===== src/rtl/prio_readout_sched_pkg.sv =====
// Shared types and helpers for the priority-readout scheduler and its slices.
package prio_readout_sched_pkg;

  typedef enum logic [2:0] {
    ST_IDLE  = 3'd0,
    ST_INIT  = 3'd1,
    ST_SETUP = 3'd2,
    ST_RUN   = 3'd3,
    ST_FIN   = 3'd4
  } state_e;

  localparam int BW_DEF    = 2;
  localparam int AW_DEF    = 6;
  localparam int MAX_NBANK = 8;
  localparam int MAX_AW    = 16;
  localparam int MAX_VEC_W = MAX_NBANK * MAX_AW;

  // Extract the aw-bit field of slice idx from a packed per-slice vector.
  function automatic logic [MAX_AW-1:0] slice_field(
    input logic [MAX_VEC_W-1:0] vec,
    input int unsigned          idx,
    input int unsigned          aw
  );
    logic [MAX_VEC_W-1:0] sh;
    logic [MAX_AW-1:0]    mask;
    sh   = vec >> (idx * aw);
    mask = MAX_AW'((33'd1 << aw) - 33'd1);
    return sh[MAX_AW-1:0] & mask;
  endfunction

endpackage


===== src/rtl/prio_readout_sched_pick.sv =====
// Combinational lowest-set-bit encoder, shared with other arbiters.
module prio_pick_lowest #(
  parameter int N  = 4,
  parameter int IW = (N > 1) ? $clog2(N) : 1
) (
  input  logic [N-1:0]  req,
  output logic [IW-1:0] idx,
  output logic          any_valid
);

  // Scan from the top so the lowest set bit is the last one written.
  always_comb begin
    idx       = '0;
    any_valid = 1'b0;
    for (int i = N - 1; i >= 0; i--) begin
      if (req[i]) begin
        idx       = IW'(i);
        any_valid = 1'b1;
      end
    end
  end

endmodule


===== src/rtl/prio_readout_sched.sv =====
// Per-crossing scheduler: broadcasts init/setup, grants the shared read port
// lowest-index first, tags returning data and enforces the cycle budget.
module prio_readout_sched
  import prio_readout_sched_pkg::*;
#(
  parameter int NBANK     = 4,
  parameter int BW        = BW_DEF,
  parameter int AW        = AW_DEF,
  parameter int SETUP_CYC = 2,
  parameter int BX_CYCLES = 64
) (
  input  logic                clk,
  input  logic                rst,
  input  logic                start,
  input  logic [NBANK-1:0]    has_dat,
  input  logic [NBANK*AW-1:0] slice_addr,
  input  logic [NBANK-1:0]    slice_valid,
  output logic                init,
  output logic                setup,
  output logic [NBANK-1:0]    sel,
  output logic [BW+AW-1:0]    rd_addr,
  output logic                dat_valid,
  output logic [BW-1:0]       dat_bank,
  output logic                busy,
  output logic                done,
  output logic                truncated,
  output state_e              dbg_state
);

  localparam int CW = $clog2(BX_CYCLES);
  localparam logic [CW-1:0] SETUP_LAST = CW'(SETUP_CYC - 1);
  // Expiry is decided one cycle early so the FIN cycle is the last of the
  // BX_CYCLES cycles counted from INIT.
  localparam logic [CW-1:0] EXPIRE_AT  = CW'(BX_CYCLES - 2);
  localparam logic [CW-1:0] CNT_MAX    = CW'(BX_CYCLES - 1);

  state_e            state_q, state_d;
  logic [CW-1:0]     cnt_q;
  logic [BW-1:0]     grant_q, grant_d;
  logic              grant_vld_q, grant_vld_d;
  logic              trunc_q, trunc_set;
  logic [BW-1:0]     dat_bank_q;
  logic [BW+AW-1:0]  rd_hold_q;
  logic [BW-1:0]     pick_idx;
  logic              pick_any;
  logic              budget_hit;

  prio_pick_lowest #(.N(NBANK), .IW(BW)) u_pick (
    .req       (has_dat),
    .idx       (pick_idx),
    .any_valid (pick_any)
  );

  assign budget_hit = (cnt_q == EXPIRE_AT);

  always_comb begin
    state_d     = state_q;
    grant_d     = grant_q;
    grant_vld_d = grant_vld_q;
    trunc_set   = 1'b0;
    unique case (state_q)
      ST_IDLE:  if (start) state_d = ST_INIT;
      ST_INIT:  state_d = ST_SETUP;
      ST_SETUP: begin
        if (budget_hit) begin
          state_d   = ST_FIN;
          trunc_set = |has_dat;
        end else if (cnt_q >= SETUP_LAST) begin
          if (pick_any) grant_d = pick_idx;
          grant_vld_d = pick_any;
          state_d     = pick_any ? ST_RUN : ST_FIN;
        end
      end
      ST_RUN: begin
        if (budget_hit) begin
          state_d     = ST_FIN;
          grant_vld_d = 1'b0;
          trunc_set   = |has_dat;
        end else if (!(grant_vld_q && has_dat[grant_q])) begin
          if (pick_any) grant_d = pick_idx;
          grant_vld_d = pick_any;
          if (!pick_any) state_d = ST_FIN;
        end
      end
      ST_FIN: begin
        state_d     = ST_IDLE;
        grant_vld_d = 1'b0;
      end
      default: state_d = ST_IDLE;
    endcase
  end

  always_ff @(posedge clk) begin
    if (rst) begin
      state_q     <= ST_IDLE;
      cnt_q       <= '0;
      grant_q     <= '0;
      grant_vld_q <= 1'b0;
      trunc_q     <= 1'b0;
      dat_bank_q  <= '0;
      rd_hold_q   <= '0;
    end else begin
      state_q     <= state_d;
      grant_q     <= grant_d;
      grant_vld_q <= grant_vld_d;
      dat_bank_q  <= grant_q;
      rd_hold_q   <= rd_addr;
      if (state_q == ST_IDLE && start) begin
        cnt_q   <= '0;
        trunc_q <= 1'b0;
      end else if (state_q != ST_IDLE && cnt_q != CNT_MAX) begin
        cnt_q <= cnt_q + 1'b1;
      end
      if (trunc_set) trunc_q <= 1'b1;
    end
  end

  // sel is a pure grant with no back-pressure: a slice reads (and raises
  // slice_valid one cycle later) whenever it is selected and its count is
  // nonzero; a selected slice with nothing left simply idles.
  always_comb begin
    sel = '0;
    if (state_q == ST_RUN && grant_vld_q) sel = NBANK'(1) << grant_q;
  end

  always_comb begin
    rd_addr = rd_hold_q;
    if (|sel)
      rd_addr = {grant_q,
                 AW'(slice_field(MAX_VEC_W'(slice_addr), 32'(grant_q), AW))};
  end

  assign init      = (state_q == ST_INIT);
  assign setup     = (state_q == ST_INIT) || (state_q == ST_SETUP);
  assign busy      = (state_q != ST_IDLE);
  assign done      = (state_q == ST_FIN);
  assign truncated = trunc_q;
  assign dat_valid = |slice_valid;
  assign dat_bank  = dat_bank_q;
  assign dbg_state = state_q;

endmodule


===== config.mk =====
export PLATFORM = sky130hd
export DESIGN_NAME = prio_readout_sched
export DESIGN_NICKNAME = d
export VERILOG_FILES = /design/src/rtl/prio_readout_sched_pkg.sv /design/src/rtl/prio_readout_sched_pick.sv /design/src/rtl/prio_readout_sched.sv
export SDC_FILE = /design/constraint.sdc
export NUM_CORES = 1
export LEC_CHECK = 0
export ABC_AREA = 1
export CAP_MARGIN = 20
export CORE_MARGIN = 2
export CORE_UTILIZATION = 39
export CTS_BUF_LIST = sky130_fd_sc_hd__clkbuf_16
export CTS_CLUSTER_SIZE = 40
export DETAILED_ROUTE_END_ITERATION = 12
export PLACE_DENSITY_LB_ADDON = 0.2
export RECOVER_POWER = 100
export SETUP_SLACK_MARGIN = 0.2
export SLEW_MARGIN = 10
export SYNTH_ARGS = -nofsm -noshare
export SYNTH_HDL_FRONTEND = slang
export SYNTH_HIERARCHICAL = 1
export SYNTH_SLANG_ARGS = --single-unit

===== constraint.sdc =====
create_clock -name clk -period 1.4 [get_ports clk]
set_input_delay 0.21 -clock clk [delete_from_list [all_inputs] [get_ports clk]]
set_output_delay 0.21 -clock clk [all_outputs]
set_load 0.05 [all_outputs]

==> impl_metrics.py, run 1 <==
metrics = {
    "status": {
        "outcome": "stopped before the end",
        "outcome.stop_stage": "5_1_grt",
        "error": "[ERROR GRT-0232] Routing congestion too high. Check the congestion heatmap in the GUI.",
    },
    "floorplan": {
        "die_y_um": 65.6,
        "start_util_pct": 40.4,
        "ios": 58,
        "die_width_um": 65.6,
        "num_rows": 22,
    },
    "synth": {
        "syn-mean-instance-area_um2": 6.40,
        "yosysTopAreaCellShare_pct": 31.1,
        "synth-main-ff-cell": "dfxtp_1",
        "ys_top_cells_by_area": "dfxtp_1 31%, nand2_1 17%, nand3_1 9.8%, inv_1 6.1%, nor2_1 5.6%",
        "synthesis.area_um2": 1480,
        "async_flop_share_pct": 0,
        "synth_edf_count": 0,
        "yosysUniqueCellTypes": 31,
        "synth_common_cells": "66 x nand2_1, 29 x nand3_1, 24 x inv_1",
        "syn_inst": 231,
        "ys.warnings.count": 6,
        "syn-num-nets": 270,
        "seq_area_frac_synth_pct": 31.1,
        "synth_most_common_cell": "nand2_1",
        "ys_ff_latch": 23,
        "post-synth-top-area-cell": "dfxtp_1",
    },
    "clock_tree": {
        "cts.path.max_buffers": 2,
        "cts_made_buffers": 3,
        "cts-root-buf": "clkbuf_16",
        "h-tree-depth": 1,
        "cts_sinks": 23,
        "holdBufCountCts": 0,
    },
    "grt": {
        "grt.total_usage_pct": 75.7,
        "grt-ovfl-total": 84,
        "grt_max_degree": 16,
    },
    "placed_design": {
        "place_congestion": 0.907,
        "port_buffers": 57,
        "dp_hpwl_mm": 3.63,
    },
    "sta": {
        "grt-worst-endpoint": "rd_addr[3]",
        "worst-ep-kind": "top-level output",
    },
}
-- routing by layer --
metal,GRT overflow,track usage [%]
met1,1,70.5
met3,2,53.9
met5,0,0
met4,42,91.4
met2,39,97.6
-- cell families after synthesis --
kind of cell	after synthesis	share of synthesized area, %
AND/OR/NAND/NOR	145	46.6
buffers and inverters	36	9.48
flip-flops	23	31.1
AO/OA/AOI/OAI	21	8.21
adder cells (fa/ha/maj)	4	3.38
XOR/XNOR	2	1.18
-- repair_timing --
action,in CTS
pin swaps,28
gates resized for setup,86
gates cloned,0
setup buffers,24
endpoints found under the setup margin,36
-- through the flow --
stage	cells	cell area (µm²)	setup slack [ns]	setup TNS, ns
after floorplan	231	1650	-0.122	-0.640
after global placement	358	2670	-0.152	-0.807
after detailed placement	358	2670	-0.216	-1.28
after CTS	386	3170	-0.227	-2.28
==> run 2, diff against run 1 <==
- CORE_UTILIZATION: 39 -> 25
- CTS_BUF_LIST: sky130_fd_sc_hd__clkbuf_16 -> unset
- CTS_CLUSTER_SIZE: 40 -> unset
- PLACE_DENSITY_LB_ADDON: 0.2 -> 0.15
- SETUP_SLACK_MARGIN: 0.2 -> unset
- clock period: 1.4 -> 1.82 ns (I/O delays scaled with it)
==> run 2 against run 1 <==
  * The run now ends clean
  * Synthesized area stayed put
  * Synthesized cell count unchanged
==> impl_metrics.py, run 2 <==
metrics = {
    "status": {
        "outcome": "completed",
    },
    "routing": {
        "drc": 0,
        "vias_per_cell": 4.44,
        "drt-initial-drc-count": 37,
        "first_pass_iters": 4,
        "ant_nets": 0,
        "avgRoutedWirePerCell_um": 12.1,
        "routed_wl_mm": 4.51,
        "vias": 1651,
    },
    "critical_path": {
        "startpoint_type": "flop",
        "max_stage_delay_ns": 0.87,
        "endpoint_kind": "primary output",
        "critPathArrivalTime_ns": 1.45,
        "cp.buffers_inverters": 1,
        "required_ns": 1.55,
        "critPathMaxFanout": 1,
        "crit_family": "buffers and inverters",
        "path_class": "flop to primary output",
        "cp_slowest_cell": "dlygate4sd3_1",
        "cp_cell_sequence": "dlygate4sd3_1",
    },
    "synth": {
        "yosysTopAreaCellShare_pct": 31.1,
        "syn-num-nets": 270,
        "synth_edf_count": 0,
        "ys.warnings.count": 6,
        "post-synth-top-area-cell": "dfxtp_1",
        "yosysUniqueCellTypes": 31,
        "syn-mean-instance-area_um2": 6.40,
        "ys_ff_latch": 23,
        "synth-main-ff-cell": "dfxtp_1",
        "synth_common_cells": "66 x nand2_1, 29 x nand3_1, 24 x inv_1",
        "ys_top_cells_by_area": "dfxtp_1 31%, nand2_1 17%, nand3_1 9.8%, inv_1 6.1%, nor2_1 5.6%",
        "synth_most_common_cell": "nand2_1",
        "synthesis.area_um2": 1480,
        "seq_area_frac_synth_pct": 31.1,
        "syn_inst": 231,
        "async_flop_share_pct": 0,
    },
    "sta": {
        "finalClockSkew_ns": 0.00180,
        "worstMarginPinSlew_ns": 0.688,
        "hold_viol": 0,
        "fin_crit_sh_pct": 94.6,
        "holdWs_ns": 0.480,
        "rsz0062_at_grt": "no",
        "finalSetupTns_ns": 0,
        "finalSetupViolCount": 0,
        "final.min_clock_period_ns": 1.72,
        "slew_violations": 0,
        "fmax_ghz": 0.581,
        "slew-limit-headroom_pct": 54.1,
    },
    "placed_design": {
        "port_buffers": 57,
        "dp_cells": 363,
        "dp_hpwl_mm": 3.47,
        "place_congestion": 0.762,
    },
    "final_layout": {
        "multi_input_area_um2": 872,
        "largest_register": "rd_hold_q",
        "n_antenna_cell": 0,
        "largest_reg_flops": 8,
        "drive_above_1_share_pct": 19.5,
        "num-fill-cells": 639,
        "fin_nets": 337,
        "final_cell_mix": "60 x nand2_1, 34 x clkdlybuf4s50_1, 32 x nand3_1",
        "synthToLayoutAreaGrowth_pct": 59.5,
        "fin_cells": 372,
        "ff_latch_area_um2": 472,
        "mostFrequentLayoutCell": "nand2_1",
    },
    "grt": {
        "grt_max_degree": 16,
        "antenna_found_initial": 0,
        "grt-ovfl-total": 0,
        "grt_pass1_wl_mm": 7.31,
        "grt.total_usage_pct": 14.2,
        "grt_pass1_vias": 1570,
    },
    "clock_tree": {
        "cts-root-buf": "clkbuf_8",
        "cts_made_buffers": 3,
        "cts_tree": "yes",
        "h-tree-depth": 1,
        "cts_sinks": 23,
        "insertion_delay_ns": 0.27,
        "clkTransAtPathRegs_ns": 0.09,
        "cts.path.max_buffers": 2,
    },
    "min_path": {
        "hold_path_class": "flop to flop",
    },
    "floorplan": {
        "coreArea_um2": 5820,
        "die_y_um": 80.9,
        "die_area_um2": 6550,
        "num_rows": 28,
        "ios": 58,
        "die_width_um": 80.9,
        "start_util_pct": 25.4,
    },
    "run": {
        "cap_violations": 0,
    },
    "pwr": {
        "ir_worst_vdd_mv": 1.22,
        "p_leak_uw": 0.00103,
        "pwr_density_cell_nw_per_um2": 1120,
    },
}
[run 2: cell counts after synthesis]
No cell type changed its count.
[run 2: power breakdown]
group          total, µW  switching, µW  leakage (µW)  internal (µW)
Combinational       1590            998      0.000814            596
Sequential           725            115      0.000189            610
Clock                332            175     0.0000228            157
Total               2650           1290       0.00103           1360
[run 2: cell families after synthesis]
logic type	Yosys count	share of synthesized area, %
simple gates	145	46.6
buf+inv	36	9.48
flops	23	31.1
compound gates	21	8.21
fa+ha+maj	4	3.38
xor+xnor	2	1.18
[run 2: metal layers]
metal,vias to the layer above,GRT usage (%),share of wire [%]
met3,2,3.00,5.7
met4,0,2.54,0.55
li1,880,-,-
met2,41,24.5,47
met1,728,18.5,47
met5,-,0,0
[run 2: area by class of cell]
cell class                 instances  share of cell area (%)
clock buffer                       4                    1.91
inverter                          30                    5.04
multi-input combinational        172                    37.0
sequential                        23                    20.0
tap                               75                    3.98
timing repair buffer              68                    32.1
[run 2: final timing paths]
path	from	end	slack, ns	cells after the start
worst max register to register	dbg_state[0]	cnt_q[5]	0.21	7
worst max-delay path	dat_bank[1]	dat_bank[1]	0.1	1
worst min-delay path	rd_hold_q[7]	rd_hold_q[7]	0.48	2
worst min register to register	rd_hold_q[7]	rd_hold_q[7]	0.48	2
[run 2: what timing repair did]
| action | in CTS | in global routing |
|---|---|---|
| buffers inserted | 3 | 2 |
| hold buffers | 0 | 0 |
| resized for setup | 2 | 8 |
| setup endpoints to repair | 8 | 10 |
| pin swaps | 0 | 1 |
[run 2: stage by stage]
step	setup WS, ns	utilization [%]	area (µm²)	total power (µW)
after detailed placement	0.147	40.4	2350	2400
after floorplan	0.00134	-	1530	1830
after CTS	0.0103	41.7	2420	2790
after global placement	0.152	40.4	2350	2400
final	0.0974	40.6	2360	2650
after global routing	0.00542	40.6	2360	2870
Note: power is estimated with default switching activity, not from simulation.
==> run 3, diff against run 2 <==
- clock period: 1.82 -> 1.75 ns (I/O delays scaled with it)
==> run 3 against run 2 <==
  * Setup slack got worse by 0.055 ns
  * Largest power group unchanged
  * Critical path depth increased by 6
  * Highest routed layer unchanged
  * Sequential share of layout area shrank 1.0 points
  * Via count is 1.5% higher
  * Sequential power increased by 5.5%
  * Die area unchanged
  * Non-clock buffer count is 2 higher
  * Hold slack worse by 0.0072 ns
  * Clock power up 3%
  * Register-to-register slack better by 0.02 ns
==> impl_metrics.py, run 3 (synthesis results as in run 2) <==
metrics = {
    "run": {
        "cap_violations": 0,
    },
    "final_layout": {
        "fin_nets": 339,
        "synthToLayoutAreaGrowth_pct": 70.1,
        "largest_reg_flops": 8,
        "n_antenna_cell": 0,
        "num-fill-cells": 584,
        "mostFrequentLayoutCell": "nand2_1",
        "largest_register": "rd_hold_q",
        "drive_above_1_share_pct": 26.1,
        "final_cell_mix": "52 x nand2_1, 35 x clkdlybuf4s50_1, 28 x nand3_1",
    },
    "routing": {
        "drt-initial-drc-count": 75,
        "avgRoutedWirePerCell_um": 12.0,
        "drc": 0,
        "routed_wl_mm": 4.47,
        "ant_nets": 0,
        "wl_met3_um": 323,
        "first_pass_iters": 4,
        "dr_wl_met2_mm": 2.02,
        "vias": 1675,
        "wl_met1_mm": 2.07,
        "dr.max_layer_used": "met4",
        "vias_per_cell": 4.48,
    },
    "pwr": {
        "p_leak_uw": 0.00106,
        "ir_worst_vdd_mv": 1.25,
        "p_switching_uw": 1430,
        "comb_power_share_pct": 62.3,
        "pwr_density_cell_nw_per_um2": 1170,
        "switching_share_pct": 48.5,
        "fin_total_pwr_uw": 2940,
        "p_clk_share_pct": 11.6,
        "p_int_uw": 1510,
        "p_seq_share_pct": 26.0,
    },
    "floorplan": {
        "start_util_pct": 25.4,
        "ios": 58,
        "coreArea_um2": 5820,
        "die_y_um": 80.9,
        "die_area_um2": 6550,
        "num_rows": 28,
        "die_width_um": 80.9,
    },
    "critical_path": {
        "critPathArrivalTime_ns": 1.45,
        "cpMostUsedCell": "buf_12",
        "cp_slowest_cell": "dfxtp_4",
        "endpoint_kind": "primary output",
        "max_stage_delay_ns": 0.36,
        "critPathMaxFanout": 6,
        "required_ns": 1.49,
        "path_class": "flop to primary output",
        "cp_cell_sequence": "inv_4 > nand4_1 > inv_2 > buf_12 > nand2_1 > nand2_2 > buf_12",
        "reg2regPathDepth": 10,
        "startpoint_type": "flop",
    },
    "placed_design": {
        "port_buffers": 57,
        "dp_slack_ns": 0.0923,
        "dp_hpwl_mm": 3.40,
        "place_congestion": 0.788,
    },
    "clock_tree": {
        "h-tree-depth": 1,
        "cts_tree": "yes",
        "cts.path.max_buffers": 2,
        "cts_made_buffers": 3,
        "clkTransAtPathRegs_ns": 0.09,
        "cts-root-buf": "clkbuf_8",
        "insertion_delay_ns": 0.27,
        "cts_sinks": 23,
    },
    "grt": {
        "grt_max_degree": 16,
        "grt-ovfl-total": 0,
        "antenna_found_initial": 0,
        "grt.total_usage_pct": 14.1,
        "grt_pass1_wl_mm": 7.27,
        "grt_pass1_vias": 1579,
    },
    "sta": {
        "hold_viol": 0,
        "holdWs_ns": 0.473,
        "slew-limit-headroom_pct": 54.5,
        "slew_violations": 0,
        "finalSetupViolCount": 0,
        "finalClockSkew_ns": 0.00187,
        "finalSetupTns_ns": 0,
        "final.min_clock_period_ns": 1.71,
        "worstMarginPinSlew_ns": 0.682,
        "fmax_ghz": 0.586,
        "rsz0062_at_grt": "yes",
        "fin_crit_sh_pct": 97.6,
        "fin_ws_ns": 0.0423,
    },
    "min_path": {
        "min_path_cells": 2,
        "hold_path_class": "flop to flop",
    },
    "status": {
        "outcome": "completed",
    },
}
## run 3: cell count changes in the layout (fill, tap and decap cells not counted), moves of 4 or more
cell / change
nand3_2: +4
nand2_1: -8
nand3_1: -4
nand2_2: +6
## run 3: cell type report
type                            instances  area (µm²)  area share [%]
Timing Repair Buffer                   70         822            32.7
Clock buffer                            4        45.0            1.79
Sequential cell                        23         477            19.0
Multi-Input combinational cell        172         956            38.0
Inverter                               30         121            4.83
Tap cell                               75        93.8            3.73
## run 3: metrics by stage
step                      utilization (%)  area, µm²  instances
after floorplan                         -       1530        231
after global placement               40.6       2360        363
after detailed placement             40.6       2360        363
after CTS                            41.8       2430        370
after global routing                 43.2       2510        374
final                                43.2       2510        374
## run 3: critical path: cells and delay by family (launching register included)
kind / cells / cell delay (ns)
flops: 1 / 0.36
simple gates: 3 / 0.31
buf+inv: 4 / 0.50
## run 3: power by group through the flow
| stage | Sequential (µW) | Combinational, µW | Clock [µW] |
|---|---|---|---|
| finish | 765 | 1830 | 342 |
| detailed placement | 752 | 1770 | 0 |
| CTS | 748 | 1820 | 352 |
| global placement | 755 | 1770 | 0 |
| global route | 784 | 2020 | 381 |
| floorplan | 840 | 1060 | 0 |
## run 3: metal layers
metal / track usage (%) / up-vias
li1: - / 885
met1: 17.8 / 743
met2: 23.9 / 43
met3: 4.00 / 4
met4: 3.05 / 0
met5: 0 / -
## run 3: final timing paths
path / slack, ns / endpoint / start
worst max-delay path: 0.04 / rd_addr[3] / dbg_state[2]
worst min-delay path: 0.47 / truncated / truncated
worst max register to register: 0.23 / dbg_state[0] / cnt_q[0]
worst min register to register: 0.47 / truncated / truncated
## run 3: repair_timing
item | CTS | global route
setup buffers | 3 | 4
pin swaps | 0 | 10
resized for setup | 4 | 23
hold buffers | 0 | 0
endpoints found under the setup margin | 10 | 12
gates cloned | 0 | 0
==> run 4, diff against run 3 <==
- CTS_CLUSTER_SIZE: unset -> 14
==> results of run 4 <==
The final DEF is identical to that of run 3; final timing and power are the same.
